==> src/rtl/rdclk_div_bank_pkg.sv <==
// ---------------------------------------------------------------------------
// rdclk_pkg
//   Shared definitions for the rdclk divider bank.
//   - ch_w()   : width of a channel index (at least 1 bit)
//   - div_t    : half-period divide value at the default width
//   - DIV_STOP : divide value that stops a channel
// ---------------------------------------------------------------------------
package rdclk_pkg;

  localparam int DIV_W_DFLT = 8;

  typedef logic [DIV_W_DFLT-1:0] div_t;

  localparam div_t DIV_STOP = '0;

  function automatic int ch_w(input int n);
    return (n > 1) ? $clog2(n) : 1;
  endfunction

endpackage

==> src/rtl/rdclk_div_bank_if.sv <==
// ---------------------------------------------------------------------------
// rdclk_div_bank_if
//   Configuration port of the rdclk divider bank (valid/ready).
//   cfg_valid : request present
//   cfg_ready : request accepted when cfg_valid && cfg_ready
//   cfg_ch    : target channel
//   cfg_div   : new half-period (0 stops the channel)
//   master drives requests, slave (the bank) answers with cfg_ready.
// ---------------------------------------------------------------------------
interface rdclk_div_bank_if #(
  parameter int NUM_CH = 2,
  parameter int DIV_W  = 8
);

  localparam int CH_W = rdclk_pkg::ch_w(NUM_CH);

  logic             cfg_valid;
  logic             cfg_ready;
  logic [CH_W-1:0]  cfg_ch;
  logic [DIV_W-1:0] cfg_div;

  modport master (
    output cfg_valid,
    output cfg_ch,
    output cfg_div,
    input  cfg_ready
  );

  modport slave (
    input  cfg_valid,
    input  cfg_ch,
    input  cfg_div,
    output cfg_ready
  );

endinterface

==> src/rtl/rdclk_div_chan.sv <==
// ---------------------------------------------------------------------------
// rdclk_div_chan
//   One divided read-clock channel: half-period counter, active divide value,
//   one-deep pending divide slot, registered rdclk and rise strobe.
//
//   clk, rst_n      : fabric clock, asynchronous active-low reset
//   ch_en_i         : run enable (level)
//   sync_i          : force rdclk low / cnt to 0 and apply any pending divide
//   cfg_we_i        : accept cfg_div_i into the pending slot
//   cfg_div_i       : new half-period
//   pend_vld_o      : pending slot occupied
//   rdclk_o         : divided clock, 50% duty, straight from a flop
//   rdclk_rise_o    : high in the cycle rdclk_o goes 0->1
// ---------------------------------------------------------------------------
module rdclk_div_chan
  import rdclk_pkg::*;
#(
  parameter int DIV_W     = 8,
  parameter int RESET_DIV = 2
) (
  input  logic             clk,
  input  logic             rst_n,
  input  logic             ch_en_i,
  input  logic             sync_i,
  input  logic             cfg_we_i,
  input  logic [DIV_W-1:0] cfg_div_i,
  output logic             pend_vld_o,
  output logic             rdclk_o,
  output logic             rdclk_rise_o
);

  localparam logic [DIV_W-1:0] STOP    = DIV_W'(DIV_STOP);
  localparam logic [DIV_W-1:0] RST_DIV = DIV_W'(RESET_DIV);

  logic [DIV_W-1:0] cnt_q, cnt_d;
  logic [DIV_W-1:0] div_act_q, div_act_d;
  logic [DIV_W-1:0] pend_div_q, pend_div_d;
  logic             pend_vld_q, pend_vld_d;
  logic             rdclk_q, rdclk_d;
  logic             rise_q, rise_d;

  logic             counting;
  logic             at_end;
  logic             fall;
  logic             apply;
  logic [DIV_W:0]   cnt_inc;

  always_comb begin
    // A high phase always runs to completion, even after ch_en drops.
    counting = (div_act_q != STOP) && (ch_en_i || rdclk_q);
    cnt_inc  = {1'b0, cnt_q} + (DIV_W+1)'(1);
    at_end   = counting && (cnt_inc == {1'b0, div_act_q});
    fall     = at_end && rdclk_q;
    // New divide only lands at a phase boundary where cnt restarts from 0,
    // so it can never shorten a high phase or leave cnt beyond the new D.
    apply    = pend_vld_q && (fall || !counting || sync_i);

    cnt_d      = cnt_q;
    rdclk_d    = rdclk_q;
    rise_d     = 1'b0;
    div_act_d  = div_act_q;
    pend_div_d = pend_div_q;
    pend_vld_d = pend_vld_q;

    if (sync_i || !counting) begin
      cnt_d   = '0;
      rdclk_d = 1'b0;
    end else if (at_end) begin
      cnt_d   = '0;
      rdclk_d = ~rdclk_q;
      rise_d  = ~rdclk_q;
    end else begin
      cnt_d   = cnt_inc[DIV_W-1:0];
    end

    if (apply) begin
      div_act_d  = pend_div_q;
      pend_vld_d = 1'b0;
    end

    // Writes only happen while the slot is empty, so they never race apply.
    if (cfg_we_i) begin
      pend_div_d = cfg_div_i;
      pend_vld_d = 1'b1;
    end
  end

  always_ff @(posedge clk or negedge rst_n) begin
    if (!rst_n) begin
      cnt_q      <= '0;
      div_act_q  <= RST_DIV;
      pend_div_q <= '0;
      pend_vld_q <= 1'b0;
      rdclk_q    <= 1'b0;
      rise_q     <= 1'b0;
    end else begin
      cnt_q      <= cnt_d;
      div_act_q  <= div_act_d;
      pend_div_q <= pend_div_d;
      pend_vld_q <= pend_vld_d;
      rdclk_q    <= rdclk_d;
      rise_q     <= rise_d;
    end
  end

  assign pend_vld_o   = pend_vld_q;
  assign rdclk_o      = rdclk_q;
  assign rdclk_rise_o = rise_q;

endmodule

==> src/rtl/rdclk_div_bank.sv <==
// ---------------------------------------------------------------------------
// rdclk_div_bank
//   Bank of NUM_CH programmable read-clock generators on one fabric clock.
//   Each channel produces a registered 50%-duty rdclk and a clk-domain rise
//   strobe; divide values are reprogrammed glitch-free through cfg.
//
//   clk, rst_n      : fabric clock, asynchronous active-low reset
//   cfg             : valid/ready config port (rdclk_div_bank_if.slave)
//   ch_en_i         : per-channel run enable
//   sync_req_i      : (RDCLK_SYNC_EN only) realign all channels
//   rdclk_o         : divided clocks
//   rdclk_rise_o    : per-channel rise strobes
//
//   Build option: define RDCLK_SYNC_EN to add sync_req_i. Without it the
//   channels free-run and are mutually unaligned.
// ---------------------------------------------------------------------------
module rdclk_div_bank
  import rdclk_pkg::*;
#(
  parameter int NUM_CH    = 2,
  parameter int DIV_W     = 8,
  parameter int RESET_DIV = 2
) (
  input  logic              clk,
  input  logic              rst_n,
  rdclk_div_bank_if.slave   cfg,
  input  logic [NUM_CH-1:0] ch_en_i,
`ifdef RDCLK_SYNC_EN
  input  logic              sync_req_i,
`endif
  output logic [NUM_CH-1:0] rdclk_o,
  output logic [NUM_CH-1:0] rdclk_rise_o
);

  localparam int CH_W     = ch_w(NUM_CH);
  localparam int CH_SLOTS = 1 << CH_W;

  logic [NUM_CH-1:0]   pend_vld;
  logic [CH_SLOTS-1:0] pend_vld_ext;
  logic                cfg_ready;
  logic                cfg_hs;
  logic                sync;

  // Unused channel codes read as "never pending": requests to them are
  // accepted and dropped.
  always_comb begin
    pend_vld_ext               = '0;
    pend_vld_ext[NUM_CH-1:0]   = pend_vld;
  end

  assign cfg_ready     = ~pend_vld_ext[cfg.cfg_ch];
  assign cfg.cfg_ready = cfg_ready;
  assign cfg_hs        = cfg.cfg_valid & cfg_ready;

`ifdef RDCLK_SYNC_EN
  assign sync = sync_req_i;
`else
  assign sync = 1'b0;
`endif

  for (genvar ch = 0; ch < NUM_CH; ch++) begin : g_ch
    rdclk_div_chan #(
      .DIV_W     (DIV_W),
      .RESET_DIV (RESET_DIV)
    ) u_chan (
      .clk          (clk),
      .rst_n        (rst_n),
      .ch_en_i      (ch_en_i[ch]),
      .sync_i       (sync),
      .cfg_we_i     (cfg_hs && (cfg.cfg_ch == CH_W'(ch))),
      .cfg_div_i    (cfg.cfg_div),
      .pend_vld_o   (pend_vld[ch]),
      .rdclk_o      (rdclk_o[ch]),
      .rdclk_rise_o (rdclk_rise_o[ch])
    );
  end

endmodule

==> src/flat_wrapper.sv <==
// flat-port wrapper written by rule: the top's interface ports become plain ports
module rdclk_div_bank_flat import rdclk_pkg::*;
#(
  parameter int NUM_CH    = 2,
  parameter int DIV_W     = 8,
  parameter int RESET_DIV = 2
)
  (clk, rst_n, ch_en_i, rdclk_o, rdclk_rise_o, cfg_cfg_valid, cfg_cfg_ch, cfg_cfg_div, cfg_cfg_ready);
  rdclk_div_bank_if #(.NUM_CH(NUM_CH), .DIV_W(DIV_W)) cfg_i ();
  input  logic clk;
  input  logic rst_n;
  input  logic [NUM_CH-1:0] ch_en_i;
  output logic [NUM_CH-1:0] rdclk_o;
  output logic [NUM_CH-1:0] rdclk_rise_o;
  input wire logic [$bits(cfg_i.cfg_valid)-1:0] cfg_cfg_valid;
  input wire logic [$bits(cfg_i.cfg_ch)-1:0] cfg_cfg_ch;
  input wire logic [$bits(cfg_i.cfg_div)-1:0] cfg_cfg_div;
  output wire logic [$bits(cfg_i.cfg_ready)-1:0] cfg_cfg_ready;
  assign cfg_i.cfg_valid = cfg_cfg_valid;
  assign cfg_i.cfg_ch = cfg_cfg_ch;
  assign cfg_i.cfg_div = cfg_cfg_div;
  assign cfg_cfg_ready = cfg_i.cfg_ready;
  rdclk_div_bank #(.NUM_CH(NUM_CH), .DIV_W(DIV_W), .RESET_DIV(RESET_DIV)) u_core (.clk(clk), .rst_n(rst_n), .cfg(cfg_i), .ch_en_i(ch_en_i), .rdclk_o(rdclk_o), .rdclk_rise_o(rdclk_rise_o));
endmodule
==> config.mk <==
export PLATFORM = sky130hd
export DESIGN_NAME = rdclk_div_bank_flat
export DESIGN_NICKNAME = d
export VERILOG_FILES = /design/src/rtl/rdclk_div_bank_pkg.sv /design/src/rtl/rdclk_div_bank_if.sv /design/src/rtl/rdclk_div_chan.sv /design/src/rtl/rdclk_div_bank.sv /design/src/flat_wrapper.sv
export SDC_FILE = /design/constraint.sdc
export NUM_CORES = 1
export LEC_CHECK = 0
export CORE_UTILIZATION = 45
export CTS_BUF_LIST = sky130_fd_sc_hd__clkbuf_4 sky130_fd_sc_hd__clkbuf_8
export DETAILED_ROUTE_END_ITERATION = 6
export GPL_TIMING_DRIVEN = 0
export PLACE_DENSITY = 0.73
export SYNTH_ARGS = -nofsm -noshare
export SYNTH_HDL_FRONTEND = slang
export SYNTH_SLANG_ARGS = --single-unit
==> constraint.sdc <==
create_clock -name clk -period 5.7 [get_ports clk]
set_input_delay 0.57 -clock clk [delete_from_list [all_inputs] [get_ports clk]]
set_output_delay 0.57 -clock clk [all_outputs]
set_load 0.05 [all_outputs]
==> out/qor.yml, run 1 <==
status: "finished, final reports clean"
syn-num-nets: 234
vias_per_cell: 5.36
nFillCells: 489
coreArea_um2: 5610
grt_use_total_pct: 16.7
die_height_um: 78.8
netlist_instances: 218
cts_buffers: 5
p_leak_nw: 1.25
syn_to_final_growth_pct: 15.1
path_clk_slew_ns: 0.10
ios: 19
synth_edf_count: 0
drive_above_1_share_pct: 25.3
hold_viol_final: 0
synth_top_family_by_area: "multiplexers"
critPathBufInv: 2
final_core_util_pct: 54.4
finalSetupViolCount: 0
final_nets: 260
drc_errors: 0
die_w_um: 78.8
initial_utilization_pct: 47.3
grt-ovfl-total: 0
synth_xor_area_share_pct: 9.30
yosys.area.top_type_share_pct: 49.1
tns_ns: 0
dr_total_vias: 1700
cts.repair.resized: 0
path_delay_family: "buffers and inverters"
dr.pass1.iters: 4
clock_sinks: 54
die_area_um2: 6200
ys_seq_area_share_pct: 51.1
p_per_area_nw_per_um2: 384
yosysWarnings: 0
vdd_drop_max_mv: 0.170
critPathRequiredTime_ns: 5.13
first_global_vias: 1630
hp-class: "in2async"
slew_viol_final: 0
antenna_found_initial: 0
synthMuxAreaShare_pct: 15.6
syn_area_um2: 2650
min_period_ns: 2.68
htreeDepth: 2
postRouteAntennaNets: 0
rsz0062_at_grt: "no"
synthDistinctLibCells: 42
routed_wl_mm: 4.59
slew_headroom_pct: 49.2
syn_avg_cell_area_um2: 12.2
cp.arrival_ns: 2.11
clk_path_buf_depth: 2
synth.area.top_cells: "dfrtp_1 49%, mux2_2 14%, xnor2_1 5.3%"
gp_congestion: 0.829
grt_pass1_wl_mm: 7.90
io_buffers: 18
synth_top_flop_cell: "dfrtp_1"
synth-seq-cells: 54
dp_hpwl_mm: 3.38
cts_root_buf: "clkbuf_8"
synthArstFlopShare_pct: 100
max_freq_mhz: 374
wl_per_cell_um: 14.5
path_cells: "clkdlybuf4s50_1, mux2i_1, clkdlybuf4s50_1"
synth_fa_ha_area_share_pct: 0.944
path_common_cell: "clkdlybuf4s50_1"
initialDrtViolationCount: 88
max_cap_violations: 0
fp-row-count: 27
hold_buffers: 0
path_class: "in2out"
clock_skew_ns: 0.00577
fin_crit_sh_pct: 46.9
critPathLaunchType: "input port"
synth_compound_area_share_pct: 6.75
crit_slowest_cell: "clkdlybuf4s50_1"
max_stage_delay_ns: 0.81
post_cts_buffers: 0
setup.worst_path.end_class: "primary output"
yosys.area.top_type: "dfrtp_1"
crit_path_max_fanout: 3
yosys.area_share.simple_pct: 13.1
grt_max_degree: 43
antenna_cells: 0
worst_pin_slew_ns: 0.759
cts_tree: "yes"
insertion_delay_ns: 0.31
metal layers:
| metal | wire (um) | up-vias | global-route usage, % |
|---|---|---|---|
| met2 | 2010 | 32 | 24.3 |
| met5 | 0 | - | 0 |
| li1 | - | 819 | - |
| met4 | 76 | 0 | 6.67 |
| met3 | 182 | 6 | 4.02 |
| met1 | 2320 | 843 | 23.7 |
path summary, 6_finish.rpt:
check                                                                 from                                        endpoint  slack (ns)  cells past startpoint
setup / recovery                                                cfg_cfg_ch                                   cfg_cfg_ready        3.02                      3
hold / removal                                                       rst_n        u_core.g_ch[0].u_chan.cnt_q[7]$_DFF_PN0_        0.15                      1
setup reg to reg                  u_core.g_ch[1].u_chan.cnt_q[0]$_DFF_PN0_  u_core.g_ch[1].u_chan.div_act_q[4]$_DFFE_PN0P_        3.10                      7
hold reg to reg            u_core.g_ch[1].u_chan.pend_div_q[5]$_DFFE_PN0P_  u_core.g_ch[1].u_chan.div_act_q[5]$_DFFE_PN0P_        0.51                      1
max in group asynchronous                                            rst_n  u_core.g_ch[0].u_chan.div_act_q[1]$_DFFE_PN1P_        4.97                      2
min in group clk           u_core.g_ch[1].u_chan.pend_div_q[5]$_DFFE_PN0P_  u_core.g_ch[1].u_chan.div_act_q[5]$_DFFE_PN0P_        0.51                      1
synthesized netlist by cell type (all sizes together) (2+ instances only):
cell type   n
mux2       34
ha          2
xnor3       2
nand4       3
nor3        5
xor2        7
nand2      11
nand3       8
buf         8
nor2b       2
a21oi       3
o21ai       3
inv         5
dfstp       2
nor4        7
and3        2
mux2i       3
dfrtp      52
nor2       22
nand2b      3
o211ai      2
xnor2      16
cells in the final DEF, fill, tap and decap left out, types with 3 or more instances in the layout:
cell type / n
nand4_1: 3
nand3_1: 8
nor2_1: 22
nor3_1: 4
clkdlybuf4s50_1: 17
a21oi_1: 3
nand2b_1: 3
clkbuf_8: 5
nor4_1: 6
inv_1: 5
mux2i_1: 3
buf_4: 6
nand2_1: 11
dfrtp_1: 52
mux2_2: 34
xor2_1: 7
xnor2_1: 16
worst register-to-register path, stage by stage (launching register included):
cell,delay [ns]
dfrtp_1,0.45
ha_1,0.30
xnor2_1,0.26
xnor2_1,0.11
nor4_2,0.31
o221ai_2,0.21
o31ai_4,0.47
mux2_2,0.39
per-stage QoR:
stage                     instances  power (mW)  instance area, um^2  setup WS [ns]  hold WS, ns
after floorplan                 218       0.837                 2650           3.35        0.274
after global placement          308       0.911                 2920           2.47        0.487
after detailed placement        309       0.928                 2940           2.98        0.490
after CTS                       317        1.18                 3050           3.04        0.161
after global routing            317        1.24                 3050           2.90        0.157
final                           317        1.17                 3050           3.02        0.152
layout make-up:
cell class	instances	area [um^2]	share of cell area, %
sequential	54	1350	44.4
clock inverter	3	40.0	1.31
multi-input combinational	151	1220	39.9
clock buffer	5	68.8	2.26
timing repair buffer	19	195	6.40
buffer	8	67.6	2.21
tap	72	90.1	2.95
inverter	5	18.8	0.615
kinds of logic (layout without fill, tap and decap cells):
family | after synthesis | in the layout
compound gates | 19 | 19
xor+xnor | 25 | 25
simple gates | 68 | 68
flops | 54 | 54
buf+inv | 13 | 40
fa+ha+maj | 2 | 2
mux | 37 | 37
report_power, final:
group / internal, mW / switching [mW] / leakage (nW)
registers: 0.495 / 0.105 / 0.675
logic: 0.183 / 0.135 / 0.521
clock network: 0.129 / 0.124 / 0.0579
total: 0.807 / 0.364 / 1.25
state kept, by name (all words and copies together) (netlist names):
name,flops
u_core.g_ch.u_chan.cnt_q,16
u_core.g_ch.u_chan.div_act_q,16
u_core.g_ch.u_chan.pend_div_q,16
u_core.g_ch.u_chan.pend_vld_o,2
u_core.g_ch.u_chan.rdclk_o,2
u_core.g_ch.u_chan.rdclk_rise_o,2
No activity file was read; power rests on OpenSTA's default activity.
==> run 2, diff against run 1 <==
--- a/config.mk
+++ b/config.mk
@@ -9,7 +9,7 @@
 export CTS_BUF_LIST = sky130_fd_sc_hd__clkbuf_4 sky130_fd_sc_hd__clkbuf_8
 export DETAILED_ROUTE_END_ITERATION = 6
 export GPL_TIMING_DRIVEN = 0
-export PLACE_DENSITY = 0.73
+export PLACE_DENSITY = 0.75
 export SYNTH_ARGS = -nofsm -noshare
 export SYNTH_HDL_FRONTEND = slang
 export SYNTH_SLANG_ARGS = --single-unit
==> constraint.sdc (replaced) <==
create_clock -name clk -period 2.2 [get_ports clk]
set_input_delay 0.22 -clock clk [delete_from_list [all_inputs] [get_ports clk]]
set_output_delay 0.22 -clock clk [all_outputs]
set_load 0.05 [all_outputs]
==> run 2 against run 1 <==
The run now ends with negative setup slack left; setup slack got worse by 3.1 ns; die area did not move; global-route usage rose by 1.3 points; power rose to 2.9 times the previous value; non-clock buffer count rose by 14; design area rose by 12%; hold slack improved by 0.23 ns; combinational power rose to 3.6 times the previous value; utilization rose by 6.4 points; sequential share of layout area fell by 4.5 points; critical endpoint is now u_core.g_ch[1].u_chan.div_act_q[0]$_DFFE_PN0P_; highest routed layer unchanged.
==> out/qor.yml, run 2 (synthesis gave the netlist of run 1 again) <==
status: "finished with violations"  # was finished, final reports clean
violations: "negative setup slack"
ios: 19  # unchanged
slew_viol_final: 0  # unchanged
clk_path_buf_depth: 2  # unchanged
p_leak_nw: 1.39  # was 1.25 nW
rsz0062_at_grt: "yes"  # was no
wl_per_cell_um: 15.1  # was 14.5 um
layout_common_cells: "49 x dfrtp_1, 25 x mux2_2, 20 x nor2_1"  # was 52 x dfrtp_1, 34 x mux2_2, 22 x nor2_1
whs_ns: 0.379  # was 0.152 ns
drc_errors: 0  # unchanged
vdd_drop_max_mv: 0.388  # was 0.170 mV
critPathRequiredTime_ns: 2.39  # was 5.13 ns
syn_to_final_growth_pct: 28.5  # was 15.1%
layout_commonest_cell: "dfrtp_1"  # unchanged
p_per_area_nw_per_um2: 995  # was 384 nW/um^2
first_global_vias: 1821  # was 1630
die_area_um2: 6200  # unchanged
gp_congestion: 0.786  # was 0.829
initial_utilization_pct: 47.3  # unchanged
max_cap_violations: 0  # unchanged
slew_headroom_pct: 49.9  # was 49.2%
routed_wl_mm: 4.99  # was 4.59 mm
path_clk_slew_ns: 0.09  # was 0.10 ns
postRouteAntennaNets: 0  # unchanged
initialDrtViolationCount: 90  # was 88
clock_sinks: 54  # unchanged
top_regs: "u_core.g_ch.u_chan.cnt_q x16, u_core.g_ch.u_chan.div_act_q x16, u_core.g_ch.u_chan.pend_div_q x16"  # unchanged
grt_use_total_pct: 18.0  # was 16.7%
antenna_cells: 0  # unchanged
power_mw: 3.39  # was 1.17 mW
setup.worst_path.end_class: "register"  # was primary output
path_class: "reg2reg"  # was in2out
crit_path_max_fanout: 8  # was 3
dp_slack_ns: -0.276  # was 2.98 ns
hold_viol_final: 0  # unchanged
nFillCells: 416  # was 489
drive_above_1_share_pct: 37.2  # was 25.3%
worst_pin_slew_ns: 0.748  # was 0.759 ns
grt_pass1_wl_mm: 8.63  # was 7.90 mm
max_freq_mhz: 442
min_period_ns: 2.26
cts_tree: "yes"  # unchanged
cts_buffers: 5  # unchanged
finalSetupViolCount: 16  # was 0
die_w_um: 78.8  # unchanged
fin_crit_sh_pct: 103
die_height_um: 78.8  # unchanged
vias_per_cell: 5.44  # was 5.36
stdcell_area_um2: 3410  # was 3050 um^2
final_nets: 274  # was 260
coreArea_um2: 5610  # unchanged
dr.pass1.iters: 5  # was 4
dp_hpwl_mm: 3.36  # was 3.38 mm
hp-class: "in2async"  # unchanged
grt_max_degree: 38  # was 43
placed_area_um2: 2960  # was 2940 um^2
fp-row-count: 27  # unchanged
io_buffers: 18  # unchanged
grt-ovfl-total: 0  # unchanged
stdcell_count: 330  # was 317
htreeDepth: 2  # unchanged
antenna_found_initial: 0  # unchanged
insertion_delay_ns: 0.30  # was 0.31 ns
clock_skew_ns: 0.00499  # was 0.00577 ns
cp.arrival_ns: 2.46  # was 2.11 ns
critPathLaunchType: "register"  # was input port
dr_total_vias: 1795  # was 1700
place_inst: 309  # unchanged
cts_root_buf: "clkbuf_8"  # unchanged
fin_ws_ns: -0.0637  # was 3.02 ns
run 2: what timing repair did:
item / in CTS / in global routing
pin swaps: 9 / 11
setup buffers: 7 / 6
hold endpoints to repair: 17 / 0
setup endpoints to repair: 34 / 34
gates resized for setup: 22 / 17
hold buffers: 1 / 0
cloned: 0 / 0
run 2: worst paths after layout:
path | startpoint | end | slack (ns) | cells past startpoint
max | u_core.g_ch[1].u_chan.cnt_q[0]$_DFF_PN0_ | u_core.g_ch[1].u_chan.div_act_q[0]$_DFFE_PN0P_ | -0.06 | 8
min | rst_n | u_core.g_ch[0].u_chan.pend_vld_o$_DFFE_PN0P_ | 0.38 | 2
max reg2reg | u_core.g_ch[1].u_chan.cnt_q[0]$_DFF_PN0_ | u_core.g_ch[1].u_chan.div_act_q[0]$_DFFE_PN0P_ | -0.06 | 8
min reg2reg | u_core.g_ch[1].u_chan.cnt_q[0]$_DFF_PN0_ | u_core.g_ch[1].u_chan.cnt_q[0]$_DFF_PN0_ | 0.49 | 1
max in group asynchronous | rst_n | u_core.g_ch[1].u_chan.div_act_q[1]$_DFFE_PN1P_ | 1.22 | 3
min in group clk | u_core.g_ch[1].u_chan.cnt_q[0]$_DFF_PN0_ | u_core.g_ch[1].u_chan.cnt_q[0]$_DFF_PN0_ | 0.49 | 1
run 2: area by class of cell:
class / instances / area [um^2] / share of cell area, %
multi-input combinational: 151 / 1430 / 42.0
sequential: 54 / 1360 / 39.8
timing repair buffer: 33 / 328 / 9.62
tap: 72 / 90.1 / 2.64
clock buffer: 6 / 82.6 / 2.42
buffer: 8 / 67.6 / 1.98
clock inverter: 1 / 30.0 / 0.881
inverter: 5 / 18.8 / 0.551
run 2: critical path: stages, from the launching register on:
cell	delay, ns
dfrtp_2	0.44
ha_4	0.20
xnor2_4	0.14
xnor2_2	0.14
nor4_2	0.32
o221ai_2	0.20
o31ai_4	0.24
buf_12	0.17
mux2_4	0.30
run 2: layer usage:
metal	global-route usage [%]	vias to the layer above	wire [um]
li1	-	861	-
met1	23.8	881	2400
met2	29.6	45	2300
met3	3.33	8	201
met4	6.11	0	85
met5	0	-	0
run 2: through the flow:
stage | setup TNS, ns | utilization, %
after floorplan | -0.0206 | -
after global placement | -40.99 | 52.5
after detailed placement | -6.90 | 52.7
after CTS | -0.949 | 58.0
after global routing | -3.30 | 60.8
final | -0.707 | 60.8
run 2: power breakdown:
part | total [mW] | switching, mW | internal [mW]
Sequential | 1.59 | 0.309 | 1.28
Clock | 0.668 | 0.304 | 0.364
Combinational | 1.13 | 0.443 | 0.687
==> run 3, diff against run 2 <==
--- a/config.mk
+++ b/config.mk
@@ -8,8 +8,9 @@
 export CORE_UTILIZATION = 45
 export CTS_BUF_LIST = sky130_fd_sc_hd__clkbuf_4 sky130_fd_sc_hd__clkbuf_8
 export DETAILED_ROUTE_END_ITERATION = 6
-export GPL_TIMING_DRIVEN = 0
+export GPL_TIMING_DRIVEN = 1
 export PLACE_DENSITY = 0.75
 export SYNTH_ARGS = -nofsm -noshare
 export SYNTH_HDL_FRONTEND = slang
+export SYNTH_HIERARCHICAL = 1
 export SYNTH_SLANG_ARGS = --single-unit
==> run 3 against run 2 <==
The run now ends clean; via count increased by 3.5%; clock skew is 0.00073 ns lower; final cell count up 6.4%; synthesized cell count is 3.7% higher; first-iteration DRC count up 17%; hold slack lost 0.35 ns; non-clock buffer count grew 5; critical path type unchanged; clock power fell by 6.4%; combinational power decreased by 29%.
==> out/qor.yml, run 3 <==
yosysWarnings: 6  # was 0
dp_hpwl_mm: 3.41  # was 3.36 mm
coreArea_um2: 5540  # was 5610 um^2
yosys.area.top_type: "dfrtp_1"  # unchanged
synth_edf_count: 0  # unchanged
critPathRequiredTime_ns: 2.40  # was 2.39 ns
p_per_area_nw_per_um2: 843  # was 995 nW/um^2
worst_pin_slew_ns: 0.694  # was 0.748 ns
stdcell_area_um2: 3390  # was 3410 um^2
path_cells: "nand3_4, or3_4, a221oi_2, o22ai_2, o31ai_4, buf_12, mux2_4"  # was ha_4, xnor2_4, xnor2_2, nor4_2, o221ai_2, o31ai_4, buf_12, mux2_4
first_global_vias: 1855  # was 1821
clock_sinks: 54  # unchanged
crit_slowest_cell: "dfrtp_2"  # unchanged
drc_errors: 0  # unchanged
grt-ovfl-total: 0  # unchanged
die_height_um: 78.1  # was 78.8 um
cp.arrival_ns: 2.39  # was 2.46 ns
syn_area_um2: 2600  # was 2650 um^2
drive_above_1_share_pct: 35.1  # was 37.2%
path_clk_slew_ns: 0.09  # about the same
placed_area_um2: 3050  # was 2960 um^2
rsz0062_at_grt: "yes"  # unchanged
slew_viol_final: 0  # unchanged
setup.worst_path.end_class: "register"  # unchanged
dr.pass1.iters: 4  # was 5
wl_per_cell_um: 14.7  # was 15.1 um
path_class: "reg2reg"  # unchanged
grt_max_degree: 55  # was 38
r2r_slack_ns: 0.009  # was -0.06 ns
hp-class: "in2async"  # unchanged
synthArstFlopShare_pct: 100  # unchanged
insertion_delay_ns: 0.30  # about the same
cts_buffers: 5  # unchanged
layout_commonest_cell: "dfrtp_1"  # unchanged
max_freq_mhz: 456  # was 442 MHz
nFillCells: 432  # was 416
grt_use_total_pct: 17.8  # was 18.0%
ys_seq_area_share_pct: 52.0  # was 51.1%
hold_viol_final: 0  # unchanged
critPathLaunchType: "register"  # unchanged
synthDistinctLibCells: 36  # was 42
final_nets: 294  # was 274
hold_buffers: 0  # was 1
cts_tree: "yes"  # unchanged
netlist_instances: 226  # was 218
fp-row-count: 27  # unchanged
syn_avg_cell_area_um2: 11.5  # was 12.2 um^2
tns_ns: 0  # was -0.707 ns
max_cap_violations: 0  # unchanged
layout_common_cells: "48 x dfrtp_1, 26 x buf_4, 23 x nor2_1"  # was 49 x dfrtp_1, 25 x mux2_2, 20 x nor2_1
antenna_cells: 0  # unchanged
synth_top_flop_cell: "dfrtp_1"  # unchanged
clock_skew_ns: 0.00426  # was 0.00499 ns
crit_path_max_fanout: 8  # unchanged
finalSetupViolCount: 0  # was 16
p_leak_nw: 1.40  # was 1.39 nW
initial_utilization_pct: 47.0  # was 47.3%
r2r-end: "u_core/g_ch[1].u_chan/div_act_q[3]$_DFFE_PN0P_"  # was u_core.g_ch[1].u_chan.div_act_q[0]$_DFFE_PN0P_
ios: 19  # unchanged
io_buffers: 18  # unchanged
synth.area.top_cells: "dfrtp_1 50%, mux2_2 14%, xnor2_1 6.1%"  # was dfrtp_1 49%, mux2_2 14%, xnor2_1 5.3%
dr_total_vias: 1858  # was 1795
clk_path_buf_depth: 2  # unchanged
antenna_found_initial: 0  # unchanged
die_area_um2: 6100  # was 6200 um^2
yosys.area.top_type_share_pct: 50.0  # was 49.1%
syn_to_final_growth_pct: 30.0  # was 28.5%
slew_headroom_pct: 53.7  # was 49.9%
fin_crit_sh_pct: 99.6  # was 103%
ys_top_cells_by_count: "52 x dfrtp_1, 32 x mux2_2, 24 x nor2_1"  # was 52 x dfrtp_1, 34 x mux2_2, 22 x nor2_1
top_regs: "u_core/g_ch.u_chan/cnt_q x16, u_core/g_ch.u_chan/div_act_q x16, u_core/g_ch.u_chan/pend_div_q x16"  # was u_core.g_ch.u_chan.cnt_q x16, u_core.g_ch.u_chan.div_act_q x16, u_core.g_ch.u_chan.pend_div_q x16
min_period_ns: 2.19  # was 2.26 ns
vdd_drop_max_mv: 0.401  # was 0.388 mV
grt_pass1_wl_mm: 8.48  # was 8.63 mm
yosysMostFrequentCell: "dfrtp_1"  # unchanged
r2r_start: "u_core/g_ch[1].u_chan/cnt_q[0]$_DFF_PN0_"  # was u_core.g_ch[1].u_chan.cnt_q[0]$_DFF_PN0_
max_stage_delay_ns: 0.44  # about the same
vias_per_cell: 5.29  # was 5.44
initialDrtViolationCount: 105  # was 90
postRouteAntennaNets: 0  # unchanged
status: "finished, final reports clean"  # was finished with violations
cts_root_buf: "clkbuf_8"  # unchanged
htreeDepth: 2  # unchanged
gp_congestion: 0.751  # was 0.786
routed_wl_mm: 5.16  # was 4.99 mm
r2r_cells: 7  # was 8
die_w_um: 78.1  # was 78.8 um
synth-seq-cells: 54  # unchanged
## run 3: repair_timing
item | in CTS | in global routing
gates resized for setup | 7 | 33
hold endpoints to repair | 0 | 0
setup buffers | 2 | 4
setup endpoints to repair | 15 | 25
gates cloned | 0 | 0
pin swaps | 5 | 8
## run 3: stage by stage
stage	total power, mW	std cells	utilization, %	hold WS (ns)	setup slack [ns]
6_report	2.85	351	61.1	0.0326	0.00859
4_1_cts	2.74	347	58.2	0.0544	0.00250
2_1_floorplan	1.84	229	-	-0.0756	0.00882
3_3_place_gp	2.05	337	55.1	0.383	0.000116
5_1_grt	3.02	351	61.1	0.0782	-0.0718
3_5_place_dp	2.08	337	55.1	0.389	-0.0149
## run 3: how the worst max path moves through the flow
stage,startpoint,to,depth (start not counted)
2_1_floorplan,u_core/g_ch[0].u_chan/cnt_q[0]$_DFF_PN0_,u_core/g_ch[0].u_chan/div_act_q[0]$_DFFE_PN0P_,8
3_3_place_gp,u_core/g_ch[0].u_chan/cnt_q[0]$_DFF_PN0_,u_core/g_ch[0].u_chan/div_act_q[0]$_DFFE_PN0P_,7
3_5_place_dp,u_core/g_ch[0].u_chan/cnt_q[0]$_DFF_PN0_,u_core/g_ch[0].u_chan/div_act_q[5]$_DFFE_PN0P_,7
4_1_cts,u_core/g_ch[1].u_chan/cnt_q[1]$_DFF_PN0_,u_core/g_ch[1].u_chan/div_act_q[3]$_DFFE_PN0P_,7
5_1_grt,u_core/g_ch[1].u_chan/cnt_q[0]$_DFF_PN0_,u_core/g_ch[1].u_chan/div_act_q[5]$_DFFE_PN0P_,7
6_report,u_core/g_ch[1].u_chan/cnt_q[0]$_DFF_PN0_,u_core/g_ch[1].u_chan/div_act_q[3]$_DFFE_PN0P_,7
## run 3: where the power goes
group,leakage (nW),internal [mW],switching (mW)
Sequential,0.672,1.21,0.219
Clock,0.0575,0.318,0.307
Combinational,0.668,0.486,0.316
Total,1.40,2.01,0.842
## run 3: layout make-up
class	count	area [um^2]	area share, %
Multi-Input combinational cell	161	1380	40.7
Sequential cell	54	1360	40.1
Timing Repair Buffer	46	412	12.2
Clock buffer	8	110	3.25
Tap cell	72	90.1	2.66
Inverter	10	37.5	1.11
## run 3: metal layers
metal | wire [um] | global-route usage, % | vias up
met1 | 2470 | 23.7 | 926
met4 | 89 | 7.41 | 0
met3 | 152 | 4.07 | 8
li1 | - | - | 892
met2 | 2450 | 28.1 | 32
met5 | 0 | 0 | -
## run 3: cell families after synthesis
logic type               Yosys count  synth area share, %
multiplexers                      35                 15.0
flip-flops                        54                 52.0
buffers and inverters             14                 2.02
AO/OA/AOI/OAI                     28                 8.45
AND/OR/NAND/NOR                   66                 12.7
adder cells (fa/ha/maj)            2                0.960
other                              1                0.144
XOR/XNOR                          26                 8.74
## run 3: critical path, delay by kind of cell, from the launching register on
kind	cells	cell delay (ns)
AO/OA/AOI/OAI	3	0.71
AND/OR/NAND/NOR	2	0.45
flip-flops	1	0.44
multiplexers	1	0.30
buffers and inverters	1	0.17
==> variant 1: new RTL, config.mk and constraints of run 2 <==
`DIV_W` is set to 8 in 4 places; all go to 9.
--- a/src/rtl/rdclk_div_bank_if.sv
+++ b/src/rtl/rdclk_div_bank_if.sv
@@ -11,3 +11,3 @@
   parameter int NUM_CH = 2,
-  parameter int DIV_W  = 8
+  parameter int DIV_W  = 9
 );
--- a/src/rtl/rdclk_div_chan.sv
+++ b/src/rtl/rdclk_div_chan.sv
@@ -17,3 +17,3 @@
 #(
-  parameter int DIV_W     = 8,
+  parameter int DIV_W     = 9,
   parameter int RESET_DIV = 2
--- a/src/rtl/rdclk_div_bank.sv
+++ b/src/rtl/rdclk_div_bank.sv
@@ -20,3 +20,3 @@
   parameter int NUM_CH    = 2,
-  parameter int DIV_W     = 8,
+  parameter int DIV_W     = 9,
   parameter int RESET_DIV = 2
--- a/src/flat_wrapper.sv
+++ b/src/flat_wrapper.sv
@@ -4,3 +4,3 @@
   parameter int NUM_CH    = 2,
-  parameter int DIV_W     = 8,
+  parameter int DIV_W     = 9,
   parameter int RESET_DIV = 2
Ports: changed (resized cfg_cfg_div); port bits go from 19 to 20. No check against the original RTL was run, so the function may have changed too.
==> variant 1 against run 2 <==
  * The run still ends with setup timing left
  * Sequential share of layout area down 1.0 points
  * Combinational power grew 47%
  * Area after synthesis rose by 11%
  * Total power is 31% higher
  * Worst setup slack got worse by 0.048 ns
  * Final area increased by 14%
  * Sequential cell count grew 6
  * Routed wire length grew 26%
  * Cell count grew 18%
  * Hold slack gained 0.079 ns
  * Clock skew grew 0.00067 ns
  * Largest cell class unchanged
  * Highest routed layer unchanged
==> variant 1: results (changes against run 2) <==
* Net Count, Synth at 268 (+15%)
* Maximum vdd drop at 0.527 mV (+36%)
* Slowest stage delay, CP at 0.41 ns (-0.03 ns)
* FILL cells at 491 (+18%)
* Final Setup Violations at 16 (unchanged)
* CTS Buf Count at 9 (+4)
* Htree depth at 3 (+1)
* Status: complete, but fails checks
* Setup WS post-layout at -0.112 ns (-0.0484 ns)
* Multi-input logic area at 0.00162 mm² (+13%)
* Slowest cell on crit path: dfrtp_1
* Top cell types by occurrence after synthesis: 58 x dfrtp_1, 36 x nor2_1, 34 x mux2_2
* Largest net degree at the start of global routing at 34 (-11%)
* Slew HR at 56.8% (+6.9 points)
* Largest regs: u_core.g_ch.u_chan.cnt_q x18, u_core.g_ch.u_chan.div_act_q x18, u_core.g_ch.u_chan.pend_div_q x18
* Clk Latency, worst-skew pair at 0.34 ns (+0.04 ns)
* DP Cell Count at 348 (+13%)
* Ratio of cells with drive above 1 in the final layout at 40.6% (+3.4 points)
* Met3 Use GR at 3.18% (-0.15 points)
* Nets at 325 (+19%)
* Non-filler cells in the finished layout at 390 (+18%)
* Failing checks: setup timing
* Final Skew at 0.00566 ns (+0.000669 ns)
* DP Wirelength at 3880 µm (+15%)
* GR met2 Demand/Resource at 28.6% (-0.95 points)
-- variant 1: cell type report --
type                    instances  share of cell area (%)
clock inverters                 2                   0.257
clock buffers                  14                    4.47
flip-flops and latches         60                    38.8
well taps                      77                    2.47
plain buffers                   8                    1.45
multi-input cells             180                    41.6
inverters                       3                   0.289
repair buffers                 46                    10.6
-- variant 1: repair_timing --
item,in CTS,in global routing
setup buffers,10,14
pin swaps,10,15
endpoints found under the setup margin,38,41
hold buffers,1,0
cloned,1,0
resized for setup,30,23
endpoints found under the hold margin,26,0
-- variant 1: power breakdown --
part	switching [mW]	internal, mW	total [mW]
Combinational	0.704	0.955	1.66
Clock	0.417	0.505	0.922
Sequential	0.376	1.49	1.87
Total	1.50	2.95	4.45
-- variant 1: logic make-up after synthesis --
group	count (synthesis)
buffers and inverters	11
XOR/XNOR	30
adder cells (fa/ha/maj)	2
AO/OA/AOI/OAI	21
multiplexers	39
AND/OR/NAND/NOR	88
flip-flops	60
-- variant 1: routing by layer --
metal | part of all wire [%] | up-vias | routed length [µm]
met2 | 47 | 88 | 2930
li1 | - | 993 | -
met3 | 4.3 | 16 | 273
met4 | 2.5 | 0 | 157
met1 | 47 | 1048 | 2940
met5 | 0 | - | 0
-- variant 1: how the worst min path moves through the flow --
stage,from,end,slack [ns],cells after the start
final,rst_n,u_core.g_ch[0].u_chan.cnt_q[4],0.46,2
after global routing,rst_n,u_core.g_ch[0].u_chan.pend_div_q[4],0.51,2
after CTS,rst_n,u_core.g_ch[0].u_chan.pend_div_q[1],0.45,2
after detailed placement,rst_n,u_core.g_ch[0].u_chan.cnt_q[6],0.28,1
after global placement,u_core.g_ch[0].u_chan.pend_div_q[5],u_core.g_ch[0].u_chan.div_act_q[5],0.47,1
after floorplan,rst_n,u_core.g_ch[0].u_chan.cnt_q[0],-0.08,0
==> variant 2: new RTL, settings of run 2 <==
Without the edit above. Reset style: synchronous (`rst_n`), changed in one clocked block. Comments in the files are not updated.
--- a/src/rtl/rdclk_div_chan.sv
+++ b/src/rtl/rdclk_div_chan.sv
@@ -87,3 +87,3 @@
 
-  always_ff @(posedge clk or negedge rst_n) begin
+  always_ff @(posedge clk) begin
     if (!rst_n) begin
Formal check against the unedited RTL: differs if rst_n is asserted again (counterexample within 4 cycles, from zero or initial values and one cycle with rst_n low); with rst_n held inactive, the same outputs for 10 cycles.
==> variant 2 against run 2 <==
  * Area after synthesis fell by 2.6%
  * Worst setup slack improved by 0.15 ns
  * Sequential cell count did not move
  * Routed wire length rose by 0.10%
  * Final area fell by 10%
  * Non-clock buffer count fell by 8
  * Die area fell by 2.5%
Power is not compared: it rests on default switching activity, and its combinational part moved more than twofold at a synthesized area within 25%.
==> variant 2: results (changes against run 2) <==
* Final Skew at 0.00786 ns (+0.00287 ns)
* Non-filler cells in the finished layout at 378 (+15%)
* Net Count, Synth at 295 (+26%)
* Vias in the first global route at 1837 (+0.88%)
* Gr usage total at 17.6% (-0.32 points)
* Worst r2r path cells at 7 (-1)
* Met3 Use GR at 4.24% (+0.90 points)
* Slowest cell on crit path: or3_4
* Crit-path max FO at 5 (-3)
* Slew HR at 57.2% (+7.2 points)
* Top cell types by occurrence after synthesis: 54 x dfxtp_1, 42 x nor2_1, 36 x nand2_1
* GR met2 Demand/Resource at 27.3% (-2.2 points)
* GPL Wtd Cong at 0.877 (+12%)
* Status: complete, no violations
* Synth cell types at 44 (+4.8%)
* Ratio of cells with drive above 1 in the final layout at 12.4% (-25 points)
* WL final at 5000 µm (+0.10%)
* Non-Clock Buffer Area Fraction at 8.86% (-2.7 points)
* Layout clock area frac at 3.73% (+0.43 points)
* DP Wirelength at 3700 µm (+10%)
* Sequential fraction of the synthesis area at 41.9% (-9.2 points)
* Grt met1 use at 23.9% (+0.038 points)
* Largest net degree at the start of global routing at 18 (-53%)
* CP delay by family, top: simple AND/OR/NAND/NOR gates
* Non-CTS buffers at 33 (-20%)
* Port Buf Inserts at 17 (-1)
* Hold Path Class: input pin to flop
* Via-per-instance ratio at 5.12 (-5.8%)
==> variant 2: cell types whose count changed in the layout (fill, tap and decap cells not counted), moves of 11 or more <==
cell,run 2,this run
dfxtp_1,0,52
dfrtp_1,49,0
mux2i_1,1,35
mux2_2,25,0
nand2_1,11,36
nor2_1,20,40
buf_4,17,6
==> variant 2: kinds of logic after synthesis <==
group,Yosys count,synth area share [%]
fa+ha+maj,2,0.969
flops,54,41.9
xor+xnor,31,11.6
buf+inv,19,3.54
compound gates,19,6.93
mux,35,13.6
simple gates,119,21.5
==> variant 2: what timing repair did <==
item	in CTS	in global routing
endpoints found under the setup margin	35	30
setup buffers	2	0
gates resized for setup	7	9
endpoints found under the hold margin	0	0
pin swaps	3	0
==> variant 2: final timing paths <==
check	startpoint	to	slack, ns
max	u_core.g_ch[0].u_chan.cnt_q[0]	u_core.g_ch[0].u_chan.rdclk_o	0.08
min	rst_n	u_core.g_ch[1].u_chan.rdclk_o	0.28
max reg2reg	u_core.g_ch[0].u_chan.cnt_q[0]	u_core.g_ch[0].u_chan.rdclk_o	0.08
min reg2reg	u_core.g_ch[1].u_chan.pend_div_q[7]	u_core.g_ch[1].u_chan.div_act_q[7]	0.46
==> variant 2: metal layers <==
layer / wire [µm] / part of all wire [%]
met4: 61 / 1.2
met3: 132 / 2.6
met5: 0 / 0
met1: 2460 / 49
met2: 2340 / 47
==> variant 2: through the flow <==
step	util [%]	worst slack [ns]	cell area, µm²	hold WS, ns	TNS (ns)
2_1_floorplan	-	0.116	2580	0.364	0
3_3_place_gp	51.6	-0.243	2840	0.447	-2.87
3_5_place_dp	51.6	-0.323	2840	0.450	-4.72
4_1_cts	54.8	0.0190	3020	0.294	0
5_1_grt	55.4	0.0187	3050	0.318	0
6_report	55.4	0.0837	3050	0.280	0
